===== src/rtl/trap_pkg.sv =====
// Shared definitions for the machine-mode trap controller: CSR map,
// field positions, cause codes, CSR operation and FSM state encodings.
package trap_pkg;

  localparam int TRAP_XLEN = 32;

  // Implemented machine CSR addresses
  localparam logic [11:0] CSR_MSTATUS = 12'h300;
  localparam logic [11:0] CSR_MIE     = 12'h304;
  localparam logic [11:0] CSR_MTVEC   = 12'h305;
  localparam logic [11:0] CSR_MEPC    = 12'h341;
  localparam logic [11:0] CSR_MCAUSE  = 12'h342;
  localparam logic [11:0] CSR_MIP     = 12'h344;

  // Field positions
  localparam int MSTATUS_MIE_BIT  = 3;
  localparam int MSTATUS_MPIE_BIT = 7;
  localparam int MEI_BIT          = 11;
  localparam int MTI_BIT          = 7;

  // Interrupt cause codes (low bits of mcause)
  localparam logic [3:0] CAUSE_MEI = 4'd11;
  localparam logic [3:0] CAUSE_MTI = 4'd7;

  typedef enum logic [1:0] {
    CSR_NONE = 2'b00,
    CSR_RW   = 2'b01,
    CSR_RS   = 2'b10,
    CSR_RC   = 2'b11
  } csr_op_e;

  typedef enum logic {
    ST_RUN      = 1'b0,
    ST_REDIRECT = 1'b1
  } trap_state_e;

  // New CSR value for a read-modify-write style access
  function automatic logic [TRAP_XLEN-1:0] csr_update(
    input csr_op_e                op,
    input logic [TRAP_XLEN-1:0]   old_val,
    input logic [TRAP_XLEN-1:0]   wdata
  );
    logic [TRAP_XLEN-1:0] res;
    case (op)
      CSR_RW:  res = wdata;
      CSR_RS:  res = old_val | wdata;
      CSR_RC:  res = old_val & ~wdata;
      default: res = old_val;
    endcase
    return res;
  endfunction

endpackage


===== src/rtl/mcsr_regs.sv =====
// Machine CSR storage: read mux, RW/RS/RC software writes, interrupt
// pending sampling, and the hardware updates for trap entry and MRET.
module mcsr_regs
  import trap_pkg::*;
#(
  parameter int                  XLEN     = TRAP_XLEN,
  parameter logic [XLEN-1:0]     RESET_PC = 32'h0000_0000
) (
  input  logic            clk,
  input  logic            rst,
  input  logic            timer_irq,
  input  logic            ext_irq,
  input  logic [1:0]      csr_op,
  input  logic [11:0]     csr_addr,
  input  logic [XLEN-1:0] csr_wdata,
  input  logic            csr_we,
  input  logic            trap_enter,
  input  logic [XLEN-1:0] trap_epc,
  input  logic [3:0]      trap_code,
  input  logic            mret,
  output logic [XLEN-1:0] csr_rdata,
  output logic            mstatus_mie,
  output logic [XLEN-1:0] irq_active,
  output logic [XLEN-1:0] mtvec,
  output logic [XLEN-1:0] mepc
);

  logic [XLEN-1:0] mstatus_r;
  logic [XLEN-1:0] mie_r;
  logic [XLEN-1:0] mip_r;
  logic [XLEN-1:0] mtvec_r;
  logic [XLEN-1:0] mepc_r;
  logic [XLEN-1:0] mcause_r;
  logic [XLEN-1:0] mip_nxt_s;
  logic [XLEN-1:0] wr_val_s;

  // Interrupt lines land in their mip bit positions; all other bits stay zero
  always_comb begin
    mip_nxt_s          = {XLEN{1'b0}};
    mip_nxt_s[MEI_BIT] = ext_irq;
    mip_nxt_s[MTI_BIT] = timer_irq;
  end

  // Read mux over implemented CSRs, zero elsewhere
  always_comb begin
    case (csr_addr)
      CSR_MSTATUS: csr_rdata = mstatus_r;
      CSR_MIE:     csr_rdata = mie_r;
      CSR_MTVEC:   csr_rdata = mtvec_r;
      CSR_MEPC:    csr_rdata = mepc_r;
      CSR_MCAUSE:  csr_rdata = mcause_r;
      CSR_MIP:     csr_rdata = mip_r;
      default:     csr_rdata = {XLEN{1'b0}};
    endcase
  end

  assign wr_val_s    = csr_update(csr_op_e'(csr_op), csr_rdata, csr_wdata);
  assign mstatus_mie = mstatus_r[MSTATUS_MIE_BIT];
  assign irq_active  = mie_r & mip_r;
  assign mtvec       = mtvec_r;
  assign mepc        = mepc_r;

  // CSR state: trap entry beats MRET beats software write
  always_ff @(posedge clk) begin
    if (rst) begin
      mstatus_r <= {XLEN{1'b0}};
      mie_r     <= {XLEN{1'b0}};
      mip_r     <= {XLEN{1'b0}};
      mcause_r  <= {XLEN{1'b0}};
      mtvec_r   <= RESET_PC;
      mepc_r    <= RESET_PC;
    end else begin
      mip_r <= mip_nxt_s;
      if (trap_enter) begin
        mepc_r                       <= trap_epc;
        mcause_r                     <= {1'b1, {(XLEN-5){1'b0}}, trap_code};
        mstatus_r[MSTATUS_MPIE_BIT]  <= mstatus_r[MSTATUS_MIE_BIT];
        mstatus_r[MSTATUS_MIE_BIT]   <= 1'b0;
      end else if (mret) begin
        mstatus_r[MSTATUS_MIE_BIT]   <= mstatus_r[MSTATUS_MPIE_BIT];
        mstatus_r[MSTATUS_MPIE_BIT]  <= 1'b1;
      end else if (csr_we) begin
        case (csr_addr)
          CSR_MSTATUS: mstatus_r <= wr_val_s;
          CSR_MIE:     mie_r     <= wr_val_s;
          CSR_MTVEC:   mtvec_r   <= {wr_val_s[XLEN-1:2], 2'b00};
          CSR_MEPC:    mepc_r    <= {wr_val_s[XLEN-1:2], 2'b00};
          CSR_MCAUSE:  mcause_r  <= wr_val_s;
          default:     mcause_r  <= mcause_r;
        endcase
      end
    end
  end

endmodule


===== src/rtl/trap_ctrl.sv =====
// Machine-mode interrupt/trap sequencer beside EX: decides trap entry
// and MRET return, drives the flush/redirect signals, and hosts the CSRs.
module trap_ctrl
  import trap_pkg::*;
#(
  parameter int              XLEN     = TRAP_XLEN,
  parameter logic [XLEN-1:0] RESET_PC = 32'h0000_0000
) (
  input  logic            clk,
  input  logic            rst,
  input  logic            timer_irq,
  input  logic            ext_irq,
  input  logic [XLEN-1:0] pc_ex,
  input  logic            ex_valid,
  input  logic [XLEN-1:0] pc_if,
  input  logic            ld_stall,
  input  logic            is_mret,
  input  logic [1:0]      csr_op,
  input  logic [11:0]     csr_addr,
  input  logic [XLEN-1:0] csr_wdata,
  output logic [XLEN-1:0] csr_rdata,
  output logic            interrupt,
  output logic            epc_taken,
  output logic [XLEN-1:0] redirect_pc
);

  trap_state_e     state_r;
  trap_state_e     state_nxt_s;
  logic            mstatus_mie_s;
  logic [XLEN-1:0] irq_active_s;
  logic [XLEN-1:0] mtvec_s;
  logic [XLEN-1:0] mepc_s;
  logic            pend_s;
  logic [3:0]      code_s;
  logic            trap_enter_s;
  logic            mret_s;
  logic            csr_we_s;
  logic [XLEN-1:0] trap_epc_s;

  // Pending uses the registered MIE, so a same-cycle write cannot mask it
  assign pend_s     = mstatus_mie_s & (|irq_active_s);
  assign code_s     = irq_active_s[MEI_BIT] ? CAUSE_MEI : CAUSE_MTI;
  // A flushed EX slot means IF holds the oldest unfinished instruction
  assign trap_epc_s = ex_valid ? pc_ex : pc_if;
  // Trapped instructions re-execute, so their CSR write must not land
  assign csr_we_s   = (csr_op != 2'b00) & ex_valid & ~ld_stall & ~trap_enter_s;

  // FSM state register
  always_ff @(posedge clk) begin
    if (rst) begin
      state_r <= ST_RUN;
    end else begin
      state_r <= state_nxt_s;
    end
  end

  // Next state and redirect/flush outputs; entry wins over MRET
  always_comb begin
    state_nxt_s  = state_r;
    interrupt    = 1'b0;
    epc_taken    = 1'b0;
    redirect_pc  = {XLEN{1'b0}};
    trap_enter_s = 1'b0;
    mret_s       = 1'b0;
    case (state_r)
      ST_RUN: begin
        if (pend_s && !ld_stall) begin
          interrupt    = 1'b1;
          trap_enter_s = 1'b1;
          state_nxt_s  = ST_REDIRECT;
        end else if (!pend_s && is_mret && ex_valid) begin
          epc_taken   = 1'b1;
          redirect_pc = mepc_s;
          mret_s      = 1'b1;
        end else begin
          state_nxt_s = ST_RUN;
        end
      end
      ST_REDIRECT: begin
        epc_taken   = 1'b1;
        redirect_pc = {mtvec_s[XLEN-1:2], 2'b00};
        state_nxt_s = ST_RUN;
      end
      default: begin
        state_nxt_s = ST_RUN;
      end
    endcase
  end

  mcsr_regs #(
    .XLEN     (XLEN),
    .RESET_PC (RESET_PC)
  ) u_mcsr_regs (
    .clk         (clk),
    .rst         (rst),
    .timer_irq   (timer_irq),
    .ext_irq     (ext_irq),
    .csr_op      (csr_op),
    .csr_addr    (csr_addr),
    .csr_wdata   (csr_wdata),
    .csr_we      (csr_we_s),
    .trap_enter  (trap_enter_s),
    .trap_epc    (trap_epc_s),
    .trap_code   (code_s),
    .mret        (mret_s),
    .csr_rdata   (csr_rdata),
    .mstatus_mie (mstatus_mie_s),
    .irq_active  (irq_active_s),
    .mtvec       (mtvec_s),
    .mepc        (mepc_s)
  );

endmodule

===== config.mk =====
export PLATFORM = sky130hd
export DESIGN_NAME = trap_ctrl
export DESIGN_NICKNAME = d
export VERILOG_FILES = /design/src/rtl/trap_pkg.sv /design/src/rtl/mcsr_regs.sv /design/src/rtl/trap_ctrl.sv
export SDC_FILE = /design/constraint.sdc
export NUM_CORES = 1
export LEC_CHECK = 0
export ABC_AREA = 1
export BUFFER_PORTS_ARGS = -buffer_cell sky130_fd_sc_hd__buf_2
export CORE_MARGIN = 2
export CORE_UTILIZATION = 60
export DETAILED_ROUTE_END_ITERATION = 10
export PLACE_DENSITY = 0.92
export SYNTH_ARGS = -nofsm -noshare
export SYNTH_HDL_FRONTEND = slang
export SYNTH_SLANG_ARGS = --single-unit

===== constraint.sdc =====
create_clock -name clk -period 4.5 [get_ports clk]
set_input_delay 0.225 -clock clk [delete_from_list [all_inputs] [get_ports clk]]
set_output_delay 0.225 -clock clk [all_outputs]
set_load 0.01 [all_outputs]

==> results of run 1 <==
## worst register-to-register path, cell delays in order (launching register included)
cell and delay, ps:
dfxtp_1 320, nand2_1 150, o21ai_4 100, a21oi_2 160, nand2_2 210, inv_2 630, nor2_1 180, nand2_2 820
inv_1 220, nand3_1 140, a21oi_1 80
## state kept, by name (all words and copies together), names as in the netlist
signal	count
u_mcsr_regs.mip_r	2
u_mcsr_regs.mstatus_r	32
u_mcsr_regs.mcause_r	32
u_mcsr_regs.mtvec	30
u_mcsr_regs.mie_r	32
state_r	1
u_mcsr_regs.mepc	32
## routing by layer
metal | track usage | part of all wire
met5 | 0 | 0
met4 | 0.2037 | 0.049
met3 | 0.09290 | 0.12
met1 | 0.4509 | 0.37
met2 | 0.6012 | 0.45
## final cells by class
| type | instances | area share |
|---|---|---|
| Inverter | 232 | 0.08025 |
| Clock buffer | 22 | 0.04462 |
| Sequential cell | 161 | 0.2970 |
| Timing Repair Buffer | 196 | 0.09362 |
| Multi-Input combinational cell | 971 | 0.4481 |
| Clock inverter | 10 | 0.01211 |
| Tap cell | 211 | 0.02433 |
## cell families after synthesis
| kind of cell | count (synthesis) | synth area share |
|---|---|---|
| AO/OA/AOI/OAI | 402 | 0.2320 |
| buffers and inverters | 333 | 0.1487 |
| flip-flops | 161 | 0.3402 |
| multiplexers | 1 | 0.001057 |
| AND/OR/NAND/NOR | 568 | 0.2780 |
## cells in the mapped netlist (18+ instances only)
cell | instances | area, sq um
a21oi_2 | 19 | 166.4
buf_4 | 18 | 135.1
nand2_1 | 240 | 900.9
buf_2 | 31 | 155.2
clkbuf_1 | 41 | 153.9
o21a_1 | 23 | 172.7
a21oi_1 | 94 | 470.5
o21ai_0 | 111 | 555.5
nand3_1 | 226 | 1131
or2_2 | 28 | 175.2
dfxtp_1 | 161 | 3223
inv_1 | 222 | 833.3
nor2_1 | 52 | 195.2
o21ai_1 | 135 | 675.7
## stage by stage
stage	total power [uW]	cells	utilization
3_5_place_dp	1706	1771	0.6684
5_1_grt	3274	1803	0.7086
3_3_place_gp	1699	1771	0.6684
4_1_cts	3189	1803	0.7086
6_report	3200	1803	0.7086
2_1_floorplan	1604	1465	-
## path summary, 6_finish.rpt
path | to | start | slack, ps
min reg2reg | u_mcsr_regs.mcause_r[31] | u_mcsr_regs.mcause_r[31] | 500
max | interrupt | state_r | 1360
max reg2reg | u_mcsr_regs.mcause_r[2] | u_mcsr_regs.mie_r[11] | 1380
min | u_mcsr_regs.mip_r[7] | timer_irq | 40
## power by group
| part | total (uW) | internal [uW] | switching [uW] |
|---|---|---|---|
| clock | 1520 | 928 | 590 |
| combinational | 254 | 78.5 | 175 |
| sequential | 1430 | 1430 | 2.13 |
==> summary.md, run 1 <==
| Metric | Value |
|---|---|
| PwrDens | `294.9 nW/um^2` |
| Post-synth cell types | `31` |
| Die W | `129.7 microns` |
| Drt drc | `0` |
| CP max stage delay | `about 550 ps` |
| R2R depth | `10` |
| Worst-Margin Slew | `between 1000 and 1500 ps` |
| CTS sink cnt | `around 160` |
| Vias | `approximately 11000` |
| Crit-path cells | `inv_1, buf_4, nand4_4, buf_4, inv_2, buf_2` |
| Syn Std Cell Area | `9474 sq um` |
| Top delay family on crit path | `buffers and inverters` |
| Final Slew Violations | `0` |
| Post-DP HPWL | `18.29 mm` |
| All-layer global routing usage | `0.3704` |
| Fmax achieved | `0.3181 GHz` |
| Relative slew slack | `0.1751` |
| Syn Inst Count | `1465` |
| Placed Area | `roughly 10000 sq um` |
| Hold Slack | `between 30 and 40 ps` |
| Critical path data required time | `4280 ps` |
| CP Buf/Inv Count | `5` |
| Design Area, Final | `10850 sq um` |
| Max cap viols | `0` |
| Avg Inst Size Synth | `~6.5 sq um` |
| ANT nets after route | `0` |
| Maximum root-to-sink buffer count | `2` |
| H-tree levels | `4` |
| Rows | `45` |
| Main synth FF type | `dfxtp_1` |
| I/O pin cnt | `183` |
| CP endpoint kind | `output port` |
| Worst hold path depth | `3` |
| Fin. Hold Viols | `0` |
| Iter 0 DRT Violations | `1481` |
| Number of detailed-route iterations in the first pass | `7` |
| Max Clock Skew | `between 9 and 10 ps` |
| Min cycle time layout | `between 3000 and 4000 ps` |
| Layout cell share with drive strength beyond 1 | `0.1954` |
| Leak | `between 0.005 and 0.006 uW` |
| Leading cell types in the layout, fill and taps excluded | `nand2_1, nand3_1, inv_1` |
| Number of global-route vias before repair | `10030` |
| Total CTS buffers | `17` |
| Syn nets | `1582` |
| Final critical-path share of the clock period | `0.6986` |
| Slowest-stage cell, CP | `inv_2` |
| Syn. warnings | `0` |
| Initial Util | `0.6186` |
| # fillers | `~1200` |
| Initial antenna violation count | `0` |
| Largest net degree at the start of global routing | `74` |
| PortBufs | `approximately 180` |
| Die area | `16810 sq um` |
| Fin Setup TNS | `0 ps` |
| Register area | `approximately 3200 sq um` |
| Commonest non-fill, non-tap cell in the layout | `nand2_1` |
| Worst hold path type | `in2reg` |
| CP most frequent cell | `buf_4` |
| Unrepaired setup endpoints after global routing | `false` |
| Number of synthesized flops with an enable pin | `0` |
| Async set or reset register ratio after synthesis | `0` |
| Root Buffer | `clkbuf_16` |
| CTS hold repair buffers | `0` |
| Max VDD drop | `between 0.3 and 0.4 mV` |
| Routed WL per cell | `17.49 microns` |
| Post-synthesis register bit count | `about 160` |
| Reg clk slew, reported paths | `about 60 ps` |
| Worst setup slack after placement | `1579 ps` |
| Area Growth Syn to Fin | `14.54%` |
| Worst setup path category | `reg2out` |
| Final WS setup | `approximately 1400 ps` |
| Worst path depth | `6` |
| Worst-path maximum fanout | `32` |
| Skew-Pair Late Insertion Delay | `about 430 ps` |
| CTS tree | `built` |
| Crit start category | `flop` |
| Gpl congestion | `between 0.8 and 0.9` |
| First-pass GRT wire length | `about 49 mm` |
| Worst Path Arrival | `roughly 2900 ps` |
| Sequential area share after synthesis | `0.3402` |
| Gr ovfl total | `0` |
| Antenna Cells | `0` |
| Detailed Route WL | `roughly 32 mm` |
| # Post-CTS Setup Buffers | `0` |
| Core Region | `15310 sq um` |
| Post-cts gate resize count | `0` |
| Vias per inst | `around 6.0` |
| Nets@finish | `between 1500 and 2000` |
| Die Height | `around 130 microns` |
| Area of the multi-input gates | `between 4000 and 5000 sq um` |
| Final setup fails | `0` |
| Outcome | `completed` |
No activity file was read; power rests on OpenSTA's default activity.
==> run 2, diff against run 1 <==
Settings changed: CORE_UTILIZATION 60 to 56, PLACE_DENSITY 0.92 to 0.87.
Clock period 4.5 ns to 3.25 ns, I/O delays scaled along.
==> run 2 against run 1 <==
Compared with the run above: count of clock-buffer cells in the layout is 2 lower; critical path depth rose by 3; worst hold slack improved by 1.5 ps; via count is 1.8% lower; register-to-register slack got worse by 690 ps; global-route usage shrank 2.8 points; setup slack worse by 720 ps; power up 37%; non-clock buffer count is 18 higher; die area up 6.9%; final cell count up 1.5%; critical endpoint is now redirect_pc[3]; highest routed layer unchanged.
==> summary.md, run 2 (synthesized netlist as in run 1, its figures left out) <==
| Metric | Value |
|---|---|
| I/O pin cnt | `~180` |
| Total CTS buffers | `17` |
| Slowest-stage cell, CP | `inv_2` |
| Max Clock Skew | `8.589 ps` |
| PortBufs | `approximately 180` |
| Max cap viols | `0` |
| Drt drc | `0` |
| Skew-Pair Late Insertion Delay | `about 440 ps` |
| Share of power burned in the clock network | `0.464` |
| Worst-Margin Slew | `about 910 ps` |
| Die W | `roughly 130 microns` |
| # fillers | `about 1500` |
| Fmax achieved | `between 0.3 and 0.4 GHz` |
| Number of detailed-route iterations in the first pass | `6` |
| CP max stage delay | `380 ps` |
| Routed WL per cell | `approximately 17 microns` |
| CP Buf/Inv Count | `3` |
| Max VDD drop | `0.4049 mV` |
| Internal power | `about 3300 uW` |
| Final WS setup | `638.0 ps` |
| CTS tree | `built` |
| Core Region | `about 17000 sq um` |
| Leak | `between 0.005 and 0.006 uW` |
| Unrepaired setup endpoints after global routing | `false` |
| Worst Path Arrival | `2450 ps` |
| Final Slew Violations | `0` |
| Part of the power in registers | `0.453` |
| H-tree levels | `4` |
| Crit start category | `flop` |
| Detailed Route WL | `about 31 mm` |
| PwrDens | `roughly 400 nW/um^2` |
| Antenna Cells | `0` |
| Rows | `47` |
| Outcome | `completed` |
| Vias | `10600` |
| Nets@finish | `1714` |
| Min cycle time layout | `~2600 ps` |
| # Post-CTS Setup Buffers | `0` |
| Cell total after placement | `1796` |
| Switch share | `0.2530` |
| Worst setup slack after placement | `between 600 and 700 ps` |
| Fin Setup TNS | `0 ps` |
| CTS hold repair buffers | `2` |
| Vias per inst | `approximately 5.8` |
| Maximum root-to-sink buffer count | `2` |
| Sw Pwr | `about 1100 uW` |
| Iter 0 DRT Violations | `approximately 1200` |
| Reg clk slew, reported paths | `approximately 60 ps` |
| Worst setup path category | `reg2out` |
| Hold Slack | `38.31 ps` |
| CP endpoint kind | `output port` |
| Crit-path cells | `nand2_1, o21ai_4, a21oi_2, nand2_2, inv_2, buf_4, nand2_1, o21ai_0, buf_2` |
| All-layer global routing usage | `0.3419` |
| Final cell count without fillers | `~1800` |
| Final setup fails | `0` |
| Final critical-path share of the clock period | `0.8037` |
| Initial Util | `0.5713` |
| Critical path data required time | `just over 3000 ps` |
| Combinational share of power | `0.083` |
| Placed Area | `~10000 sq um` |
| Post-DP HPWL | `a little under 20 mm` |
| Commonest non-fill, non-tap cell in the layout | `nand2_1` |
| CP most frequent cell | `nand2_1` |
| Worst-path maximum fanout | `16` |
| Gpl congestion | `roughly 0.92` |
| Top delay family on crit path | `buffers and inverters` |
| ANT nets after route | `0` |
| Gr ovfl total | `0` |
| Area Growth Syn to Fin | `16.01%` |
| Post-cts gate resize count | `0` |
| Leading cell types in the layout, fill and taps excluded | `nand2_1, nand3_1, inv_1` |
| Number of global-route vias before repair | `9784` |
| Design Area, Final | `~11000 sq um` |
| Relative slew slack | `0.3929` |
| CTS sink cnt | `161` |
| Root Buffer | `clkbuf_16` |
| Layout cell share with drive strength beyond 1 | `0.2031` |
| Worst hold path type | `in2reg` |
| Largest net degree at the start of global routing | `74` |
| First-pass GRT wire length | `about 49 mm` |
| Die Height | `around 130 microns` |
| Die area | `between 15000 and 20000 sq um` |
| Initial antenna violation count | `0` |
| Fin. Hold Viols | `0` |
==> run 2: final cells by class <==
cell class,count,area [sq um],share of cell area
flip-flops and latches,161,3223,0.2933
repair buffers,214,1169,0.1063
clock buffers,20,456.7,0.04155
multi-input cells,971,4862,0.4424
inverters,232,870.8,0.07924
clock inverters,12,133.9,0.01218
well taps,220,275.3,0.02505
==> run 2: final timing paths <==
| check | endpoint | slack, ps | startpoint | cells after the start |
|---|---|---|---|---|
| worst max-delay path | redirect_pc[3] | 640 | u_mcsr_regs.mie_r[11] | 9 |
| worst min-delay path | u_mcsr_regs.mepc[1] | 40 | pc_if[1] | 5 |
| worst max register to register | u_mcsr_regs.mstatus_r[15] | 690 | state_r | 9 |
| worst min register to register | u_mcsr_regs.mcause_r[31] | 470 | u_mcsr_regs.mcause_r[31] | 2 |
==> run 2: tightest hold or removal path, delay by kind of cell <==
kind            cells  cell delay, ps
compound gates      1              60
buf+inv             1              80
simple gates        3             150
==> run 2: stage by stage <==
step           utilization  total power [uW]
6_report            0.6627              4369
4_1_cts             0.6627              4350
3_3_place_gp        0.6259              2364
5_1_grt             0.6627              4471
2_1_floorplan            -              2221
3_5_place_dp        0.6259              2371
==> run 2: power by group through the flow <==
stage,sequential (uW),clock [uW],combinational [uW]
6_report,1980,2030,362
5_1_grt,1980,2100,392
4_1_cts,1980,2020,354
3_5_place_dp,2020,0,348
3_3_place_gp,2020,0,341
2_1_floorplan,2020,0,199
==> run 2: per-layer routing <==
layer  routed length (microns)  up-vias  GRT usage
met5                         0        -          0
met4                      1035        0     0.1497
met3                      3864      105    0.06425
met2                     14200      709     0.5692
met1                     12000     4753     0.4339
li1                          -     5032          -
==> run 3, diff against run 2 <==
Settings changed: CORE_UTILIZATION 56 to 51, PLACE_DENSITY 0.87 to 0.83.
Clock period 3.25 ns to 2.4 ns, I/O delays scaled along.
==> run 3 against run 2 <==
Compared with the run above: die area up 9.5%; clock skew down 2.6 ps; combinational power up 39%; critical path type unchanged; largest cell class unchanged.
==> summary.md, run 3 (synthesized netlist as in run 1, its figures left out) <==
| Metric | Value |
|---|---|
| Outcome | `completed` |
| Total CTS buffers | `17` |
| Core Region | `between 15000 and 20000 sq um` |
| Fin Setup TNS | `0 ps` |
| Die Height | `140.3 microns` |
| Leading cell types in the layout, fill and taps excluded | `nand2_1, nand3_1, inv_1` |
| Die W | `~140 microns` |
| Largest net degree at the start of global routing | `74` |
| Antenna Cells | `0` |
| CP endpoint kind | `output port` |
| Final setup fails | `0` |
| All-layer global routing usage | `0.3186` |
| Skew-Pair Late Insertion Delay | `around 440 ps` |
| Unrepaired setup endpoints after global routing | `false` |
| Rows | `49` |
| Reg clk slew, reported paths | `approximately 60 ps` |
| Iter 0 DRT Violations | `1122` |
| Max cap viols | `0` |
| Max VDD drop | `between 0.5 and 0.6 mV` |
| H-tree levels | `4` |
| Final Slew Violations | `0` |
| CTS tree | `built` |
| Commonest non-fill, non-tap cell in the layout | `nand2_1` |
| Detailed Route WL | `~32 mm` |
| # fillers | `about 1600` |
| Vias per inst | `5.764` |
| Number of global-route vias before repair | `approximately 10000` |
| CTS sink cnt | `roughly 160` |
| Fmax achieved | `between 0.4 and 0.5 GHz` |
| Drt drc | `0` |
| Worst hold path type | `in2reg` |
| PwrDens | `approximately 530 nW/um^2` |
| PortBufs | `approximately 180` |
| Nets@finish | `~1700` |
| Critical path data required time | `~2300 ps` |
| Hold Slack | `approximately 3.7 ps` |
| CP most frequent cell | `inv_2` |
| Fin util | `0.6129` |
| Layout cell share with drive strength beyond 1 | `0.2085` |
| First-pass GRT wire length | `50.13 mm` |
| Total power | `5870 uW` |
| Crit-path cells | `inv_2, o21ai_4, nand4_4, inv_2, buf_4, buf_2` |
| Maximum root-to-sink buffer count | `2` |
| Final WS setup | `roughly 130 ps` |
| Initial antenna violation count | `0` |
| Vias | `10660` |
| Initial Util | `0.5238` |
| Worst Path Arrival | `around 2200 ps` |
| Max Clock Skew | `about 6.0 ps` |
| Reg2Reg Setup Slack | `150 ps` |
| Root Buffer | `clkbuf_16` |
| Leak | `0.005874 uW` |
| Worst setup slack after placement | `294.1 ps` |
| Area of the multi-input gates | `around 4900 sq um` |
| ANT nets after route | `0` |
| Routed WL per cell | `about 17 microns` |
| Final critical-path share of the clock period | `0.9466` |
| Fin. Hold Viols | `0` |
| Number of detailed-route iterations in the first pass | `7` |
| Area Growth Syn to Fin | `17.00%` |
| Post-DP HPWL | `20.47 mm` |
| Gr ovfl total | `0` |
| Slowest-stage cell, CP | `inv_2` |
| Die area | `around 20000 sq um` |
| Worst-path maximum fanout | `15` |
| Worst setup path category | `reg2out` |
| Worst-Margin Slew | `941.0 ps` |
| CP max stage delay | `460 ps` |
| Crit start category | `flop` |
| I/O pin cnt | `roughly 180` |
| Min cycle time layout | `about 2300 ps` |
| Relative slew slack | `0.3727` |
| Gpl congestion | `slightly below 0.9` |
| Register area | `approximately 3200 sq um` |
-- run 3: changes by cell type in the layout (fill, tap and decap cells not counted) --
| cell | change |
|---|---|
| buf_6 | +1 |
| buf_4 | +9 |
| buf_12 | +1 |
| clkinv_4 | -2 |
| clkbuf_8 | -1 |
| nor2_4 | -1 |
| clkinvlp_4 | +2 |
| clkinv_2 | +1 |
| nor2_2 | +1 |
-- run 3: worst paths after layout --
kind,cells past startpoint,start,end
worst max-delay path,6,u_mcsr_regs.mie_r[7],interrupt
worst min-delay path,5,pc_if[0],u_mcsr_regs.mepc[0]
worst max register to register,9,u_mcsr_regs.mie_r[7],u_mcsr_regs.mstatus_r[5]
worst min register to register,2,u_mcsr_regs.mcause_r[31],u_mcsr_regs.mcause_r[31]
-- run 3: cell type report --
cell class | count | area share
multi-input cells | 971 | 0.4382
flip-flops and latches | 161 | 0.2908
repair buffers | 225 | 0.1143
inverters | 232 | 0.07856
clock buffers | 19 | 0.03996
well taps | 229 | 0.02585
clock inverters | 13 | 0.01230
-- run 3: metrics by stage --
stage | instance area [sq um] | cells
6_report | 11080 | 1850
5_1_grt | 11080 | 1850
4_1_cts | 11080 | 1850
3_5_place_dp | 10480 | 1816
3_3_place_gp | 10480 | 1816
2_1_floorplan | 9474 | 1465
-- run 3: routing by layer --
metal  global-route usage  share of wire  up-vias
met5                    0              0        -
met4               0.1579          0.039        0
met3              0.06701           0.12      103
met2               0.5240           0.46      694
met1               0.3973           0.38     4802
li1                     -              -     5064
-- run 3: timing repair --
item / CTS / global route
buffers inserted: 0 / 0
gates resized for setup: 0 / 1
endpoints found under the setup margin: 0 / 2
hold buffers: 2 / 0
hold endpoints to repair: 2 / 0
-- run 3: worst max-delay path, delay by kind of cell (launching register included) --
kind,cells,cell delay (ps)
AO/OA/AOI/OAI,1,180
buffers and inverters,4,890
flip-flops,1,340
AND/OR/NAND/NOR,1,290
-- run 3: report_power, final --
part	internal [uW]	total (uW)	switching, uW
registers	2680	2680	4.15
clock network	1550	2690	1130
logic	163	503	340
total	4390	5870	1480
